### src/rtl/sprite_pkg.sv
// Shared constants for the sprite compositor: colours, sprite bitmaps, projectile
// extents, event-channel states and the rectangle test helper.
package sprite_pkg;

   localparam int COORD_W = 10;

   localparam logic [7:0] COLOR_BLACK = 8'h00;
   localparam logic [7:0] COLOR_GREEN = 8'h1C;
   localparam logic [7:0] COLOR_WHITE = 8'hFF;

   // Bitmaps are packed row-major: bit y*W+x, x=0 is the leftmost pixel.
   localparam int PLAYER_W = 8;
   localparam int PLAYER_H = 8;
   localparam logic [63:0] PLAYER = 64'hFFFF_FFFF_7E3C_1818;

   localparam int INVADER1_W = 8;
   localparam int INVADER1_H = 8;
   localparam logic [63:0] INVADER1 = 64'hA55A_24FF_DB7E_3C99;

   localparam int LASER_W   = 2;
   localparam int LASER_H   = 8;
   localparam int MISSILE_W = 2;
   localparam int MISSILE_H = 8;

   typedef enum logic {
      EVT_IDLE    = 1'b0,
      EVT_PENDING = 1'b1
   } evt_state_t;

   function automatic logic rect_hit(input logic [COORD_W-1:0] pix,
                                     input logic [COORD_W-1:0] org,
                                     input logic [COORD_W:0]   ext);
      logic [COORD_W:0] d;
      d = {1'b0, pix} - {1'b0, org};
      return (pix >= org) && (d < ext);
   endfunction

endpackage

### src/rtl/sprite_bitmap_lookup.sv
// Registered bitmap fetch: latches the bitmap address and in-range flag, then
// reads the selected bitmap bit from the registered address.
module sprite_bitmap_lookup #(
   parameter int BMP_W = 8,
   parameter int BMP_H = 8,
   parameter logic [BMP_W*BMP_H-1:0] BITMAP = '0
)(
   input  logic                       clk,
   input  logic                       rst,
   input  logic [$clog2(BMP_W)-1:0]   addr_x,
   input  logic [$clog2(BMP_H)-1:0]   addr_y,
   input  logic                       in_range,
   output logic                       pix
);

   localparam int AXW = $clog2(BMP_W);
   localparam int AYW = $clog2(BMP_H);
   localparam int NB  = BMP_W * BMP_H;
   localparam int IW  = $clog2(NB);

   logic [AXW-1:0] addr_x_q;
   logic [AYW-1:0] addr_y_q;
   logic           in_range_q;
   logic [IW-1:0]  idx;

   always_ff @(posedge clk) begin
      if (rst) begin
         addr_x_q   <= '0;
         addr_y_q   <= '0;
         in_range_q <= 1'b0;
      end else begin
         addr_x_q   <= addr_x;
         addr_y_q   <= addr_y;
         in_range_q <= in_range;
      end
   end

   assign idx = IW'(addr_y_q) * IW'(BMP_W) + IW'(addr_x_q);
   assign pix = in_range_q & (|(BITMAP & (NB'(1) << idx)));

endmodule

### src/rtl/sprite_compositor.sv
// Two-stage sprite mixer: player, laser, missiles and invader grid with layer
// priority, plus latched ack-handshaked collision events.
//
// Event channel states (index 0 = invader, 1 = player):
//   state       | meaning
//   EVT_IDLE    | no event held, valid=0
//   EVT_PENDING | event payload held, valid=1 until ack
module sprite_compositor
   import sprite_pkg::*;
#(
   parameter int NUM_MISSILES = 3,
   parameter int INV_ROWS     = 5,
   parameter int INV_COLS     = 11,
   parameter int SCALE_LOG2   = 1,
   parameter int PITCH_X_LOG2 = 5,
   parameter int PITCH_Y_LOG2 = 5,
   parameter int COLOR_W      = 8
)(
   input  logic                            clk,
   input  logic                            rst,
   input  logic                            data_enable,
   input  logic                            frame,
   input  logic [9:0]                      pixel_x,
   input  logic [9:0]                      pixel_y,
   input  logic [9:0]                      player_x,
   input  logic [9:0]                      player_y,
   input  logic                            laser_active,
   input  logic [9:0]                      laser_x,
   input  logic [9:0]                      laser_y,
   input  logic [NUM_MISSILES-1:0]         missile_active,
   input  logic [10*NUM_MISSILES-1:0]      missile_x,
   input  logic [10*NUM_MISSILES-1:0]      missile_y,
   input  logic [INV_ROWS*INV_COLS-1:0]    invaders,
   input  logic [9:0]                      invaders_x,
   input  logic [9:0]                      invaders_y,
   output logic [COLOR_W-1:0]              vga_out,
   output logic                            inv_hit_valid,
   output logic [2:0]                      inv_hit_row,
   output logic [3:0]                      inv_hit_col,
   input  logic                            inv_hit_ack,
   output logic                            player_hit_valid,
   input  logic                            player_hit_ack,
   output logic                            hit_overflow
);

   localparam int CW    = COORD_W + 1;
   localparam int CELLS = INV_ROWS * INV_COLS;
   localparam int PAXW  = $clog2(PLAYER_W);
   localparam int PAYW  = $clog2(PLAYER_H);
   localparam int IAXW  = $clog2(INVADER1_W);
   localparam int IAYW  = $clog2(INVADER1_H);

   localparam logic [CW-1:0] PLAYER_EXT_X  = CW'(PLAYER_W << SCALE_LOG2);
   localparam logic [CW-1:0] PLAYER_EXT_Y  = CW'(PLAYER_H << SCALE_LOG2);
   localparam logic [CW-1:0] INV_EXT_X     = CW'(INVADER1_W << SCALE_LOG2);
   localparam logic [CW-1:0] INV_EXT_Y     = CW'(INVADER1_H << SCALE_LOG2);
   localparam logic [CW-1:0] LASER_EXT_X   = CW'(LASER_W);
   localparam logic [CW-1:0] LASER_EXT_Y   = CW'(LASER_H);
   localparam logic [CW-1:0] MISSILE_EXT_X = CW'(MISSILE_W);
   localparam logic [CW-1:0] MISSILE_EXT_Y = CW'(MISSILE_H);

   // ---------------- stage 1: geometry ----------------
   logic [CW-1:0]           player_dx, player_dy;
   logic                    player_in;
   logic [CW-1:0]           inv_dx, inv_dy, inv_col, inv_row;
   logic [PITCH_X_LOG2-1:0] inv_lx;
   logic [PITCH_Y_LOG2-1:0] inv_ly;
   logic                    inv_in, alive;
   logic [6:0]              cell_idx;
   logic                    laser_hit;
   logic [NUM_MISSILES-1:0] missile_hit;

   assign player_dx = {1'b0, pixel_x} - {1'b0, player_x};
   assign player_dy = {1'b0, pixel_y} - {1'b0, player_y};
   assign player_in = rect_hit(pixel_x, player_x, PLAYER_EXT_X) &&
                      rect_hit(pixel_y, player_y, PLAYER_EXT_Y);

   assign laser_hit = laser_active && rect_hit(pixel_x, laser_x, LASER_EXT_X) &&
                      rect_hit(pixel_y, laser_y, LASER_EXT_Y);

   for (genvar i = 0; i < NUM_MISSILES; i++) begin : g_missile
      assign missile_hit[i] = missile_active[i] &&
         rect_hit(pixel_x, missile_x[10*i +: 10], MISSILE_EXT_X) &&
         rect_hit(pixel_y, missile_y[10*i +: 10], MISSILE_EXT_Y);
   end

   assign inv_dx  = {1'b0, pixel_x} - {1'b0, invaders_x};
   assign inv_dy  = {1'b0, pixel_y} - {1'b0, invaders_y};
   assign inv_col = inv_dx >> PITCH_X_LOG2;
   assign inv_row = inv_dy >> PITCH_Y_LOG2;
   assign inv_lx  = inv_dx[PITCH_X_LOG2-1:0];
   assign inv_ly  = inv_dy[PITCH_Y_LOG2-1:0];
   assign inv_in  = (pixel_x >= invaders_x) && (pixel_y >= invaders_y) &&
                    (inv_col < CW'(INV_COLS)) && (inv_row < CW'(INV_ROWS)) &&
                    (CW'(inv_lx) < INV_EXT_X) && (CW'(inv_ly) < INV_EXT_Y);

   // Index is only meaningful while inv_in holds; alive is gated accordingly.
   assign cell_idx = 7'(inv_row) * 7'(INV_COLS) + 7'(inv_col);
   assign alive    = inv_in & (|(invaders & (CELLS'(1) << cell_idx)));

   logic       de_q, laser_q, missile_q, alive_q;
   logic [2:0] inv_row_q;
   logic [3:0] inv_col_q;

   always_ff @(posedge clk) begin
      if (rst) begin
         de_q      <= 1'b0;
         laser_q   <= 1'b0;
         missile_q <= 1'b0;
         alive_q   <= 1'b0;
         inv_row_q <= '0;
         inv_col_q <= '0;
      end else begin
         de_q      <= data_enable;
         laser_q   <= laser_hit;
         missile_q <= |missile_hit;
         alive_q   <= alive;
         inv_row_q <= 3'(inv_row);
         inv_col_q <= 4'(inv_col);
      end
   end

   logic player_pix, inv_bmp_pix;

   sprite_bitmap_lookup #(
      .BMP_W (PLAYER_W),
      .BMP_H (PLAYER_H),
      .BITMAP(PLAYER)
   ) u_player_bmp (
      .clk     (clk),
      .rst     (rst),
      .addr_x  (PAXW'(player_dx >> SCALE_LOG2)),
      .addr_y  (PAYW'(player_dy >> SCALE_LOG2)),
      .in_range(player_in),
      .pix     (player_pix)
   );

   sprite_bitmap_lookup #(
      .BMP_W (INVADER1_W),
      .BMP_H (INVADER1_H),
      .BITMAP(INVADER1)
   ) u_invader_bmp (
      .clk     (clk),
      .rst     (rst),
      .addr_x  (IAXW'(inv_lx >> SCALE_LOG2)),
      .addr_y  (IAYW'(inv_ly >> SCALE_LOG2)),
      .in_range(inv_in),
      .pix     (inv_bmp_pix)
   );

   // ---------------- stage 2: compose and detect ----------------
   logic       inv_pix, inv_evt, player_evt;
   logic [7:0] pix_color;

   assign inv_pix    = inv_bmp_pix & alive_q;
   assign inv_evt    = de_q & laser_q & inv_pix;
   assign player_evt = de_q & missile_q & player_pix;

   always_comb begin
      pix_color = COLOR_BLACK;
      if (!de_q)                  pix_color = COLOR_BLACK;
      else if (player_pix)        pix_color = COLOR_GREEN;
      else if (laser_q | missile_q) pix_color = COLOR_WHITE;
      else if (inv_pix)           pix_color = COLOR_WHITE;
   end

   always_ff @(posedge clk) begin
      if (rst) vga_out <= '0;
      else     vga_out <= COLOR_W'(pix_color);
   end

   evt_state_t ch_state    [2];
   evt_state_t ch_state_nx [2];
   logic [1:0] armed, armed_nx, evt, ack, capture, drop;

   assign evt = {player_evt, inv_evt};
   assign ack = {player_hit_ack, inv_hit_ack};

   // frame re-arms before the same-cycle event is considered; any event seen
   // while armed (captured or dropped) consumes the arm for this frame.
   always_comb begin
      logic arm_eff;
      arm_eff  = 1'b0;
      armed_nx = armed;
      capture  = '0;
      drop     = '0;
      for (int i = 0; i < 2; i++) begin
         ch_state_nx[i] = ch_state[i];
         arm_eff        = armed[i] | frame;
         capture[i]     = evt[i] & arm_eff & ((ch_state[i] == EVT_IDLE) | ack[i]);
         drop[i]        = evt[i] & arm_eff & (ch_state[i] == EVT_PENDING) & ~ack[i];
         armed_nx[i]    = arm_eff & ~evt[i];
         if (capture[i])  ch_state_nx[i] = EVT_PENDING;
         else if (ack[i]) ch_state_nx[i] = EVT_IDLE;
      end
   end

   always_ff @(posedge clk) begin
      if (rst) begin
         ch_state     <= '{EVT_IDLE, EVT_IDLE};
         armed        <= 2'b11;
         inv_hit_row  <= '0;
         inv_hit_col  <= '0;
         hit_overflow <= 1'b0;
      end else begin
         ch_state <= ch_state_nx;
         armed    <= armed_nx;
         if (capture[0]) begin
            inv_hit_row <= inv_row_q;
            inv_hit_col <= inv_col_q;
         end
         if (|drop) hit_overflow <= 1'b1;
      end
   end

   assign inv_hit_valid    = (ch_state[0] == EVT_PENDING);
   assign player_hit_valid = (ch_state[1] == EVT_PENDING);

endmodule

### config.mk
export PLATFORM = sky130hd
export DESIGN_NAME = sprite_compositor
export DESIGN_NICKNAME = d
export VERILOG_FILES = /design/src/rtl/sprite_pkg.sv /design/src/rtl/sprite_bitmap_lookup.sv /design/src/rtl/sprite_compositor.sv
export SDC_FILE = /design/constraint.sdc
export NUM_CORES = 1
export LEC_CHECK = 0
export BUFFER_PORTS_ARGS = -buffer_cell sky130_fd_sc_hd__buf_2
export CAP_MARGIN = 5
export CORE_UTILIZATION = 54
export DETAILED_ROUTE_END_ITERATION = 12
export HOLD_SLACK_MARGIN = 0.1
export PLACE_DENSITY = 0.86
export SLEW_MARGIN = 25
export SYNTH_ARGS = -nofsm -noshare
export SYNTH_HDL_FRONTEND = slang
export SYNTH_SLANG_ARGS = --single-unit
### constraint.sdc
create_clock -name clk -period 6.3 [get_ports clk]
set_clock_uncertainty 0.05 [all_clocks]
set_input_delay 1.26 -clock clk [delete_from_list [all_inputs] [get_ports clk]]
set_output_delay 1.26 -clock clk [all_outputs]
set_load 0.01 [all_outputs]
==> key figures, run 1 <==
Die
  • Core area: 13500 um2
  • Die W: 120 um
  • Die area: approximately 15000 um2
  • Die Ht: 120 um
  • Rows: 42
  • Ports: roughly 220
  • Starting Density: between 50 and 60%

Setup path
  • Crit end category: flip-flop
  • Crit Path Max Fanout: 10
  • Max incr delay on CP: 0.64 ns
  • CP Launch Type: input port
  • CP max-delay cell: fa_1
  • Worst path cell trace: buf_2 -> inv_1 -> ha_1 -> inv_1 -> fa_1 -> a211oi_2 -> o21bai_1 -> a21oi_1 -> xor2_1 -> inv_1 -> ha_1 -> fa_1 -> inv_1 -> fa_1 -> and2_1 -> a221oi_1 -> nor2_1 -> a221oi_1 -> o21ai_0 -> nor4_2 -> a2111oi_2
  • Worst Path Arrival: 6.09 ns
  • Critical path class: input port to flip-flop
  • Req. time, crit path: approximately 6.4 ns
  • Most common cell on crit path: inv_1

Logic synthesis
  • Largest cells by area after synthesis: ha_1, dfxtp_1, inv_1
  • Synth unique cells: 78
  • Largest area contributor in the netlist: ha_1
  • Synthesized instance count: 990
  • Ys flop type: dfxtp_1
  • Post-synth EDFFs: 0
  • Synth Cell Area: ~7600 um2
  • Synth top area share: 22.1%
  • Synth async-reset ratio: 0%
  • Synth warn: 0
  • Sequential share of the synthesized area: between 10% and 20%
  • Synth Area per Inst: 7.66 um2
  • Synthesized flop and latch total: 39
  • Post-Syn Nets: 1344

Flow run
  • Max cap viols: 0

Place
  • Worst slack at placement: -0.0187 ns
  • Placer Congestion: 0.964
  • Post-DP HPWL: 18500 um
  • Placed cell areas: between 8000 and 9000 um2
  • Port buffer count: around 220

CTS
  • Reg clk slew, reported paths: 0.06 ns
  • Max H-tree Level: 2
  • CTS root buf: clkbuf_16
  • TritonCTS clock tree: done
  • Clock Latency Late Sink: 0.28 ns
  • Clk sinks: 39
  • TritonCTS Buffers: 5
  • Bufs on Longest Clock Path: 2

Layout
  • Commonest non-fill, non-tap cell in the layout: buf_2
  • Share of layout cells above drive strength 1: about 23%
  • N_diodes: 0
  • Most frequent cells in the layout: buf_2, inv_1, ha_1, nor2_1, o21ai_0
  • Fin util: 67.4%
  • # nets final: 1567
  • Fillers: about 1200
  • Area grow syn2layout: 19.7%
  • Post-route cell area: 9070 um2

Global route
  • First-pass GRT wire length: roughly 35000 um
  • Total global routing overflow: 0
  • Vias in the first global route: roughly 7600
  • Total track usage: 30.4%
  • Pin count of the biggest net entering global routing: 38
  • Initial antenna violation count: 1

Power
  • Leak: roughly 4.7 nW
  • Total Power: between 2 and 2.5 mW
  • Power density over cell area: 272 nW/um2
  • VDD IR-drop max: 405 uV

Hold path
  • Worst min-delay path category: flip-flop to flip-flop

STA
  • Maximum clock rate: 167 MHz
  • Final Hold Viols: 0
  • Tcrit/Tclk final: 95.1%
  • Final Setup Violations: 0
  • Min cycle time layout: 5.99 ns
  • Final Max Slew Viols: 0
  • Slew HR: 51.6%
  • Unrepaired setup endpoints after global routing: false
  • Worst slew pin tran: 0.726 ns
  • Worst setup margin: 0.308 ns

Detailed routing
  • Detailed Routing Iterations Pass 1: 5
  • Routed Antenna Nets: 0
  • Via Count: 7999
  • Initial drt markers: between 500 and 600
  • Vias per inst: between 5 and 6
  • DRC viols: 0
  • Avg WL per Cell: 16.1 um
  • Routed WL: 22400 um

Outcome
  • Status: finished, final reports clean
[cell families (layout without fill, tap and decap cells)]
family,after synthesis,count (layout),share of synthesized area (%)
AND/OR/NAND/NOR,283,283,19.5
AO/OA/AOI/OAI,260,260,23.5
buffers and inverters,178,402,9.41
adder cells (fa/ha/maj),149,149,26.1
XOR/XNOR,42,42,4.85
multiplexers,39,39,6.40
flip-flops,39,39,10.3
[timing repair]
action / in CTS / in global routing
hold buffers: 0 / 0
buffers inserted: 0 / 1
endpoints found under the setup margin: 0 / 1
resized for setup: 0 / 1
[state kept, by name, summed over array words and instances, names as in the netlist, 2 cells and up]
name                    count
inv_hit_col                 4
vga_out                     2
inv_hit_row                 3
u_invader_bmp.addr_x_q      3
armed                       2
inv_col_q                   4
u_invader_bmp.addr_y_q      3
u_player_bmp.addr_x_q       3
inv_row_q                   3
u_player_bmp.addr_y_q       3
[worst max-delay path: cells and delay by family]
family / cells / cell delay (ns)
AND/OR/NAND/NOR: 3 / 0.73
buffers and inverters: 5 / 0.41
XOR/XNOR: 1 / 0.23
AO/OA/AOI/OAI: 7 / 1.30
adder cells (fa/ha/maj): 5 / 2.16
[Yosys cell counts, drive strengths merged (9+ instances only)]
| library cell | instances |
|---|---|
| a2111oi | 10 |
| a21o | 12 |
| a21oi | 55 |
| a31oi | 16 |
| buf | 9 |
| clkbuf | 11 |
| dfxtp | 39 |
| fa | 15 |
| ha | 134 |
| inv | 158 |
| mux2i | 26 |
| nand2 | 53 |
| nand2b | 21 |
| nand3 | 11 |
| nor2 | 64 |
| nor2b | 35 |
| nor3 | 31 |
| nor4 | 11 |
| o21a | 19 |
| o21ai | 60 |
| o21bai | 9 |
| or3 | 10 |
| xnor2 | 26 |
| xor2 | 16 |
[power by group]
group          switching (mW)  internal [mW]
clock                  0.0933          0.186
sequential             0.0113          0.262
combinational            1.05          0.864
[final cells by class]
class | instances | area, um2 | area share [%]
clock buffers | 5 | 125 | 1.38
flip-flops and latches | 39 | 781 | 8.60
repair buffers | 236 | 1220 | 13.4
clock inverters | 3 | 43.8 | 0.483
well taps | 176 | 220 | 2.43
inverters | 158 | 593 | 6.54
multi-input cells | 773 | 6090 | 67.2
[metrics by stage]
stage	hold slack [ns]	cells	setup TNS [ns]
after global placement	0.401	1381	0
after detailed placement	0.419	1381	-0.0187
after floorplan	0.390	990	0
final	0.438	1390	0
after CTS	0.433	1389	0
after global routing	0.458	1390	0
[path summary, 6_finish.rpt]
| path | start | endpoint | slack (ns) | cells past startpoint |
|---|---|---|---|---|
| min reg2reg | inv_col_q[1]$_SDFF_PP0_ | inv_hit_col[1]$_SDFFE_PP0P_ | 0.44 | 2 |
| max | pixel_y[0] | alive_q$_SDFF_PP0_ | 0.31 | 21 |
| max reg2reg | u_invader_bmp.addr_y_q[0]$_SDFF_PP0_ | inv_hit_row[0]$_SDFFE_PP0P_ | 3.72 | 8 |
| min | inv_col_q[1]$_SDFF_PP0_ | inv_hit_col[1]$_SDFFE_PP0P_ | 0.44 | 2 |
[layer usage]
metal	global-route usage [%]	vias up	share of wire, %
li1	-	3978	-
met1	36.6	3622	42
met2	54.5	343	47
met3	4.25	54	7.5
met4	11.6	2	3.3
met5	0	-	0.045
No activity file was read; power rests on OpenSTA's default activity.
==> run 2: changes to the inputs <==
--- a/config.mk
+++ b/config.mk
@@ -11,6 +11,7 @@
 export DETAILED_ROUTE_END_ITERATION = 12
 export HOLD_SLACK_MARGIN = 0.1
 export PLACE_DENSITY = 0.86
+export SETUP_SLACK_MARGIN = 0.4
 export SLEW_MARGIN = 25
 export SYNTH_ARGS = -nofsm -noshare
 export SYNTH_HDL_FRONTEND = slang
==> constraint.sdc (replaced) <==
create_clock -name clk -period 6.5 [get_ports clk]
set_clock_uncertainty 0.05 [all_clocks]
set_input_delay 1.3 -clock clk [delete_from_list [all_inputs] [get_ports clk]]
set_output_delay 1.3 -clock clk [all_outputs]
set_load 0.01 [all_outputs]
==> run 2 against run 1 <==
Global-route usage down 0.48 points; sequential share of layout area about the same; critical endpoint unchanged; worst hold slack worse by 0.0069 ns; power down 2.4%; sequential power down 3%; largest power group unchanged; non-clock buffer count down 5; die area unchanged; critical path depth down 1; largest cell class unchanged; via count up 0.76%; count of clock-buffer cells in the layout unchanged; clock power down 3%.
==> key figures, run 2 (synthesized netlist as in run 1, its figures left out) <==
Layout
  • Fin util: 67.4% (-0.084 points)
  • Commonest non-fill, non-tap cell in the layout: buf_2
  • Fillers: 1156 (-2.2%)
  • Post-Layout Cell Count: 1385 (-0.36%)
  • Share of layout cells above drive strength 1: 22.5% (-0.14 points)
  • Biggest regs: inv_col_q x4, inv_hit_col x4
  • Area grow syn2layout: 19.5%
  • Most frequent cells in the layout: buf_2, inv_1, ha_1, nor2_1, o21ai_0
  • # nets final: 1562 (-0.32%)

CTS
  • CTS root buf: clkbuf_16
  • Max H-tree Level: 2 (unchanged)
  • Clock Latency Late Sink: 0.28 ns (about the same)
  • Reg clk slew, reported paths: 0.06 ns (about the same)
  • TritonCTS clock tree: done
  • Clk sinks: 39 (unchanged)
  • Bufs on Longest Clock Path: 2 (unchanged)
  • Post-CTS Hold Buffers: 0 (unchanged)
  • TritonCTS Buffers: 5 (unchanged)

Global route
  • Initial antenna violation count: 1 (unchanged)
  • Pin count of the biggest net entering global routing: 38 (unchanged)
  • Vias in the first global route: 7514 (-0.90%)
  • Total global routing overflow: 0 (unchanged)
  • First-pass GRT wire length: 34500 um (-1.6%)
  • Total track usage: 30.0% (-0.48 points)

Power
  • P_int: 1.28 mW (-2.8%)
  • Clock network power share: 11.2% (about the same)
  • Flop pwr share: 11.0% (about the same)
  • Sw Ratio: 47.0% (+0.23 points)
  • Switching power: 1.13 mW (-1.9%)
  • VDD IR-drop max: 320 uV (-21%)
  • Total Power: 2.41 mW (-2.4%)
  • Power density over cell area: 266 nW/um2 (-2.3%)
  • Comb power frac: 77.8% (+0.2 points)
  • Leak: 4.71 nW (-0.36%)

STA
  • Setup TNS: 0 ns (unchanged)
  • Tcrit/Tclk final: 91.4%
  • Maximum clock rate: 168 MHz
  • Final Hold Viols: 0 (unchanged)
  • Slew HR: 51.9% (+0.27 points)
  • Final Max Slew Viols: 0 (unchanged)
  • Unrepaired setup endpoints after global routing: false
  • Worst setup margin: 0.560 ns (+0.251 ns)
  • Worst slew pin tran: 0.722 ns (-0.00405 ns)
  • Min cycle time layout: between 5 and 6 ns
  • Final Setup Violations: 0 (unchanged)

Detailed routing
  • Routed Antenna Nets: 0 (unchanged)
  • Routed WL: 22100 um (-1.5%)
  • Detailed Routing Iterations Pass 1: 5 (unchanged)
  • Vias per inst: 5.82 (+1.1%)
  • DRC viols: 0 (unchanged)
  • Initial drt markers: 516 (-2.1%)
  • Avg WL per Cell: 15.9 um (-1.2%)
  • Via Count: 8060 (+0.76%)

Setup path
  • R2R setup slack: 4.07 ns (+0.35 ns)
  • Req. time, crit path: 6.64 ns (+0.24 ns)
  • CP max-delay cell: fa_2
  • Crit end category: flip-flop
  • Worst path cell trace: buf_2 -> inv_1 -> ha_1 -> inv_1 -> fa_1 -> a211oi_2 -> o21bai_1 -> a21oi_1 -> xor2_1 -> inv_1 -> ha_1 -> fa_1 -> inv_1 -> fa_2 -> buf_4 -> mux2i_1 -> mux4_2 -> o21ai_0 -> o21ai_0 -> a2111oi_2
  • Crit Path Max Fanout: 10 (unchanged)
  • Most common cell on crit path: inv_1
  • Worst Path Arrival: 6.08 ns (about the same)
  • Max incr delay on CP: 0.71 ns (+0.07 ns)
  • Critical path class: input port to flip-flop
  • CP Launch Type: input port

Die
  • Ports: 223 (unchanged)
  • Rows: 42 (unchanged)
  • Core area: 13500 um2 (unchanged)
  • Die Ht: 120 um (unchanged)
  • Starting Density: 56.4% (unchanged)
  • Die W: 120 um (unchanged)
  • Die area: 14500 um2 (unchanged)

Outcome
  • Status: finished, final reports clean

Place
  • Placer Congestion: 0.981 (+1.7%)
  • Port buffer count: 222 (unchanged)
  • Dpl cells: 1376 (-0.36%)
  • Post-DP HPWL: 18100 um (-2.1%)
  • Worst slack at placement: 0.207 ns (+0.226 ns)

Flow run
  • Max cap viols: 0 (unchanged)

Hold path
  • Worst min-delay path category: flip-flop to flip-flop
==> run 2: final cells by class <==
| class | count | area [um2] | area share [%] |
|---|---|---|---|
| flip-flops and latches | 39 | 781 | 8.62 |
| repair buffers | 231 | 1180 | 13.0 |
| clock buffers | 5 | 125 | 1.38 |
| multi-input cells | 773 | 6120 | 67.6 |
| clock inverters | 2 | 37.5 | 0.414 |
| diodes | 1 | 2.50 | 0.0276 |
| well taps | 176 | 220 | 2.43 |
| inverters | 158 | 593 | 6.54 |
==> run 2: power groups by stage <==
stage	registers, mW	clock network, mW	logic (mW)
after floorplan	0.266	0	1.34
after global placement	0.269	0	1.71
after detailed placement	0.270	0	1.76
after CTS	0.264	0.271	1.77
after global routing	0.266	0.281	2.04
final	0.265	0.271	1.87
==> run 2: repair_timing <==
item / CTS / global route
setup buffers: 0 / 1
gates resized for setup: 0 / 5
setup endpoints to repair: 0 / 1
==> run 2: metal layers <==
| metal | global-route usage, % | part of all wire (%) | up-vias | routed length (um) |
|---|---|---|---|---|
| met5 | 0 | 0 | - | 0 |
| met4 | 14.6 | 4.7 | 0 | 1030 |
| met3 | 2.78 | 7.9 | 71 | 1750 |
| met2 | 50.6 | 45 | 370 | 9990 |
| met1 | 38.2 | 42 | 3652 | 9280 |
| li1 | - | - | 3967 | - |
==> run 2: worst paths after layout <==
kind | startpoint | end | depth (start not counted)
worst min-delay path | inv_row_q[1]$_SDFF_PP0_ | inv_hit_row[1]$_SDFFE_PP0P_ | 2
worst max-delay path | pixel_y[0] | alive_q$_SDFF_PP0_ | 20
worst max register to register | u_invader_bmp.addr_y_q[0]$_SDFF_PP0_ | inv_hit_row[0]$_SDFFE_PP0P_ | 8
worst min register to register | inv_row_q[1]$_SDFF_PP0_ | inv_hit_row[1]$_SDFFE_PP0P_ | 2
==> run 2: worst max-delay path, delay by kind of cell <==
family          cells  cell delay, ns
xor+xnor            1            0.23
mux                 2            0.55
compound gates      6            1.15
buf+inv             6            0.62
fa+ha+maj           5            2.23
==> run 2: per-stage QoR <==
stage                     instance area (um2)  hold WS [ns]
after CTS                                9020         0.433
final                                    9060         0.431
after floorplan                          7580         0.390
after global routing                     9060         0.458
after detailed placement                 8850         0.414
after global placement                   8850         0.396
==> run 3: changes to the inputs <==
--- a/config.mk
+++ b/config.mk
@@ -5,12 +5,13 @@
 export SDC_FILE = /design/constraint.sdc
 export NUM_CORES = 1
 export LEC_CHECK = 0
+export ABC_AREA = 1
 export BUFFER_PORTS_ARGS = -buffer_cell sky130_fd_sc_hd__buf_2
-export CAP_MARGIN = 5
-export CORE_UTILIZATION = 54
+export CORE_UTILIZATION = 56
 export DETAILED_ROUTE_END_ITERATION = 12
 export HOLD_SLACK_MARGIN = 0.1
-export PLACE_DENSITY = 0.86
+export PLACE_DENSITY = 0.87
+export RECOVER_POWER = 50
 export SETUP_SLACK_MARGIN = 0.4
 export SLEW_MARGIN = 25
 export SYNTH_ARGS = -nofsm -noshare
==> run 3 against run 2 <==
Register-to-register slack gained 0.56 ns; critical path depth is 7 higher; sequential power about the same; global-route usage up 2.9 points; sequential share of layout area shrank 0.96 points; die area rose by 11%; worst setup slack gained 0.18 ns; combinational power is 5% lower; utilization is 0.53 points lower; via count grew 27%; flip-flop and latch count stayed put; largest cell class unchanged; largest power group unchanged.
==> key figures, run 3 <==
Logic synthesis
  • Synth top area share: 19.1% (-3.0 points)
  • Top cells by count, synth: nand2_1, inv_1, nor2_1
  • Synth unique cells: 38 (-51%)
  • Synthesized instance count: 1546 (+56%)
  • Post-synth EDFFs: 0 (unchanged)
  • Post-Syn Nets: 1900 (+41%)
  • Synth warn: 0 (unchanged)
  • Ys flop type: dfxtp_1
  • Most common cell in the netlist: nand2_1
  • Sequential share of the synthesized area: 8.90% (-1.4 points)
  • Largest area contributor in the netlist: ha_1
  • Synthesized flop and latch total: 39 (unchanged)
  • Synth async-reset ratio: 0% (unchanged)
  • Synth Cell Area: 8770 um2 (+16%)
  • Largest cells by area after synthesis: ha_1, nand2_1, inv_1
  • Synth Area per Inst: 5.67 um2 (-26%)

Die
  • Rows: 45 (+7.1%)
  • Ports: 223 (unchanged)
  • Starting Density: 57.5% (+1.1 points)
  • Die area: 16200 um2 (+11%)
  • Core area: 15300 um2 (+13%)
  • Die Ht: 127 um (+5.5%)
  • Die W: 127 um (+5.5%)

STA
  • Final Hold Viols: 0 (unchanged)
  • Min cycle time layout: 5.76 ns (-0.180 ns)
  • Setup TNS: 0 ns (unchanged)
  • Tcrit/Tclk final: 88.6% (-2.8 points)
  • Unrepaired setup endpoints after global routing: false
  • Slew HR: 33.6% (-18 points)
  • Final Max Slew Viols: 0 (unchanged)
  • Maximum clock rate: 174 MHz (+3.1%)
  • Worst slew pin tran: 0.996 ns (+0.274 ns)
  • Final Setup Violations: 0 (unchanged)
  • Fin Hold WS: 0.408 ns (-0.0238 ns)

CTS
  • TritonCTS Buffers: 5 (unchanged)
  • CTS root buf: clkbuf_16
  • Max H-tree Level: 2 (unchanged)
  • Post-CTS Hold Buffers: 0 (unchanged)
  • Reg clk slew, reported paths: 0.06 ns (about the same)
  • Post-CTS setup buffer count: 0 (unchanged)
  • TritonCTS clock tree: done
  • Clock Latency Late Sink: 0.28 ns (about the same)
  • Post-cts sizing count: 0 (unchanged)
  • Clk sinks: 39 (unchanged)
  • Bufs on Longest Clock Path: 2 (unchanged)

Global route
  • Total track usage: 32.9% (+2.9 points)
  • First-pass GRT wire length: 42900 um (+24%)
  • Pin count of the biggest net entering global routing: 39 (+2.6%)
  • Total global routing overflow: 0 (unchanged)
  • Vias in the first global route: 9464 (+26%)
  • Initial antenna violation count: 1 (unchanged)

Layout
  • Post-Layout Cell Count: 1977 (+43%)
  • Most frequent cells in the layout: nand2_1, inv_1, buf_2, nor2_1, nand3_1
  • Fillers: 1445 (+25%)
  • Post-route cell area: 10200 um2 (+13%)
  • Multi-input logic area: 6640 um2 (+8.4%)
  • Biggest regs: inv_col_q x4, inv_hit_col x4
  • Share of layout cells above drive strength 1: 12.7% (-9.8 points)
  • Commonest non-fill, non-tap cell in the layout: nand2_1
  • Area grow syn2layout: 16.3%
  • # nets final: 2117 (+36%)
  • Register Area: 781 um2 (unchanged)

Place
  • Dpl cells: 1967 (+43%)
  • Placer Congestion: 0.971 (-1.1%)
  • Placed cell areas: 10100 um2 (+14%)
  • Post-DP HPWL: 22000 um (+22%)
  • Port buffer count: 222 (unchanged)

Detailed routing
  • DRC viols: 0 (unchanged)
  • Detailed Routing Iterations Pass 1: 5 (unchanged)
  • Initial drt markers: 709 (+37%)
  • Vias per inst: 5.19 (-11%)
  • Avg WL per Cell: 13.3 um (-16%)
  • Routed Antenna Nets: 0 (unchanged)
  • Routed WL: 26300 um (+19%)
  • Via Count: 10300 (+27%)

Power
  • Sw Ratio: 54.3% (+7.3 points)
  • P_int: 1.04 mW (-19%)
  • Flop pwr share: 11.6% (+0.6 points)
  • VDD IR-drop max: 432 uV (+35%)
  • Power density over cell area: 222 nW/um2 (-16%)
  • Leak: 6.32 nW (+34%)
  • Switching power: 1.23 mW (+8.7%)
  • Clock network power share: 10.4% (-0.8 points)
  • Comb power frac: 78.0% (+0.2 points)

Setup path
  • CP max-delay cell: fa_1
  • CP Launch Type: input port
  • Max incr delay on CP: 0.53 ns (-0.18 ns)
  • Critical path class: input port to flip-flop
  • Req. time, crit path: 6.62 ns (-0.02 ns)
  • Worst path bufs/invs: 5 (-1)
  • Crit end category: flip-flop
  • CP top delay family: adder cells
  • Crit Path Max Fanout: 38 (+28)
  • Worst Path Arrival: 5.88 ns (-0.20 ns)
  • Most common cell on crit path: nand2_1

Flow run
  • Max cap viols: 0 (unchanged)

Outcome
  • Status: finished, final reports clean

Hold path
  • Worst min-delay path category: flip-flop to flip-flop
-- run 3: logic make-up after synthesis --
family	synth area share, %
compound gates	9.93
xor+xnor	4.88
fa+ha+maj	22.5
buf+inv	15.5
flops	8.90
simple gates	38.2
-- run 3: area by class of cell --
cell class	instances	share of cell area, %
Clock buffer	5	1.23
Clock inverter	3	0.196
Timing Repair Buffer	225	10.9
Antenna cell	2	0.0491
Multi-Input combinational cell	1158	65.1
Sequential cell	39	7.66
Inverter	334	12.3
Tap cell	211	2.59
-- run 3: worst reg2reg max path, delay by kind of cell (launching register included) --
family	cells	cell delay, ns
simple gates	6	0.92
flops	1	0.36
xor+xnor	1	0.27
compound gates	1	0.15
-- run 3: power by group through the flow --
stage | combinational, mW | sequential, mW | clock [mW]
6_report | 1.77 | 0.262 | 0.237
5_1_grt | 2.00 | 0.264 | 0.249
4_1_cts | 1.72 | 0.262 | 0.238
3_5_place_dp | 1.71 | 0.267 | 0
3_3_place_gp | 1.69 | 0.267 | 0
2_1_floorplan | 1.40 | 0.265 | 0
-- run 3: per-layer routing --
metal / vias to the layer above / wire length, um / global-route usage (%)
met1: 4467 / 11500 / 42.5
li1: 5285 / - / -
met3: 70 / 1990 / 3.14
met5: - / 0 / 0
met4: 0 / 952 / 11.3
met2: 435 / 11900 / 57.2
-- run 3: path summary, 6_finish.rpt --
kind | slack (ns) | cells past startpoint | start | to
hold / removal | 0.41 | 2 | inv_row_q[0]$_SDFF_PP0_ | inv_hit_row[0]$_SDFFE_PP0P_
setup reg to reg | 4.63 | 8 | u_invader_bmp.addr_x_q[2]$_SDFF_PP0_ | inv_hit_col[1]$_SDFFE_PP0P_
hold reg to reg | 0.41 | 2 | inv_row_q[0]$_SDFF_PP0_ | inv_hit_row[0]$_SDFFE_PP0P_
setup / recovery | 0.74 | 27 | pixel_y[0] | alive_q$_SDFF_PP0_
-- run 3: metrics by stage --
stage | utilization [%] | total power [mW] | worst slack (ns)
5_1_grt | 66.8 | 2.51 | 0.431
6_report | 66.8 | 2.27 | 0.740
3_5_place_dp | 65.9 | 1.98 | 0.365
4_1_cts | 66.9 | 2.22 | 0.661
2_1_floorplan | - | 1.66 | 1.09
3_3_place_gp | 65.9 | 1.96 | 0.522
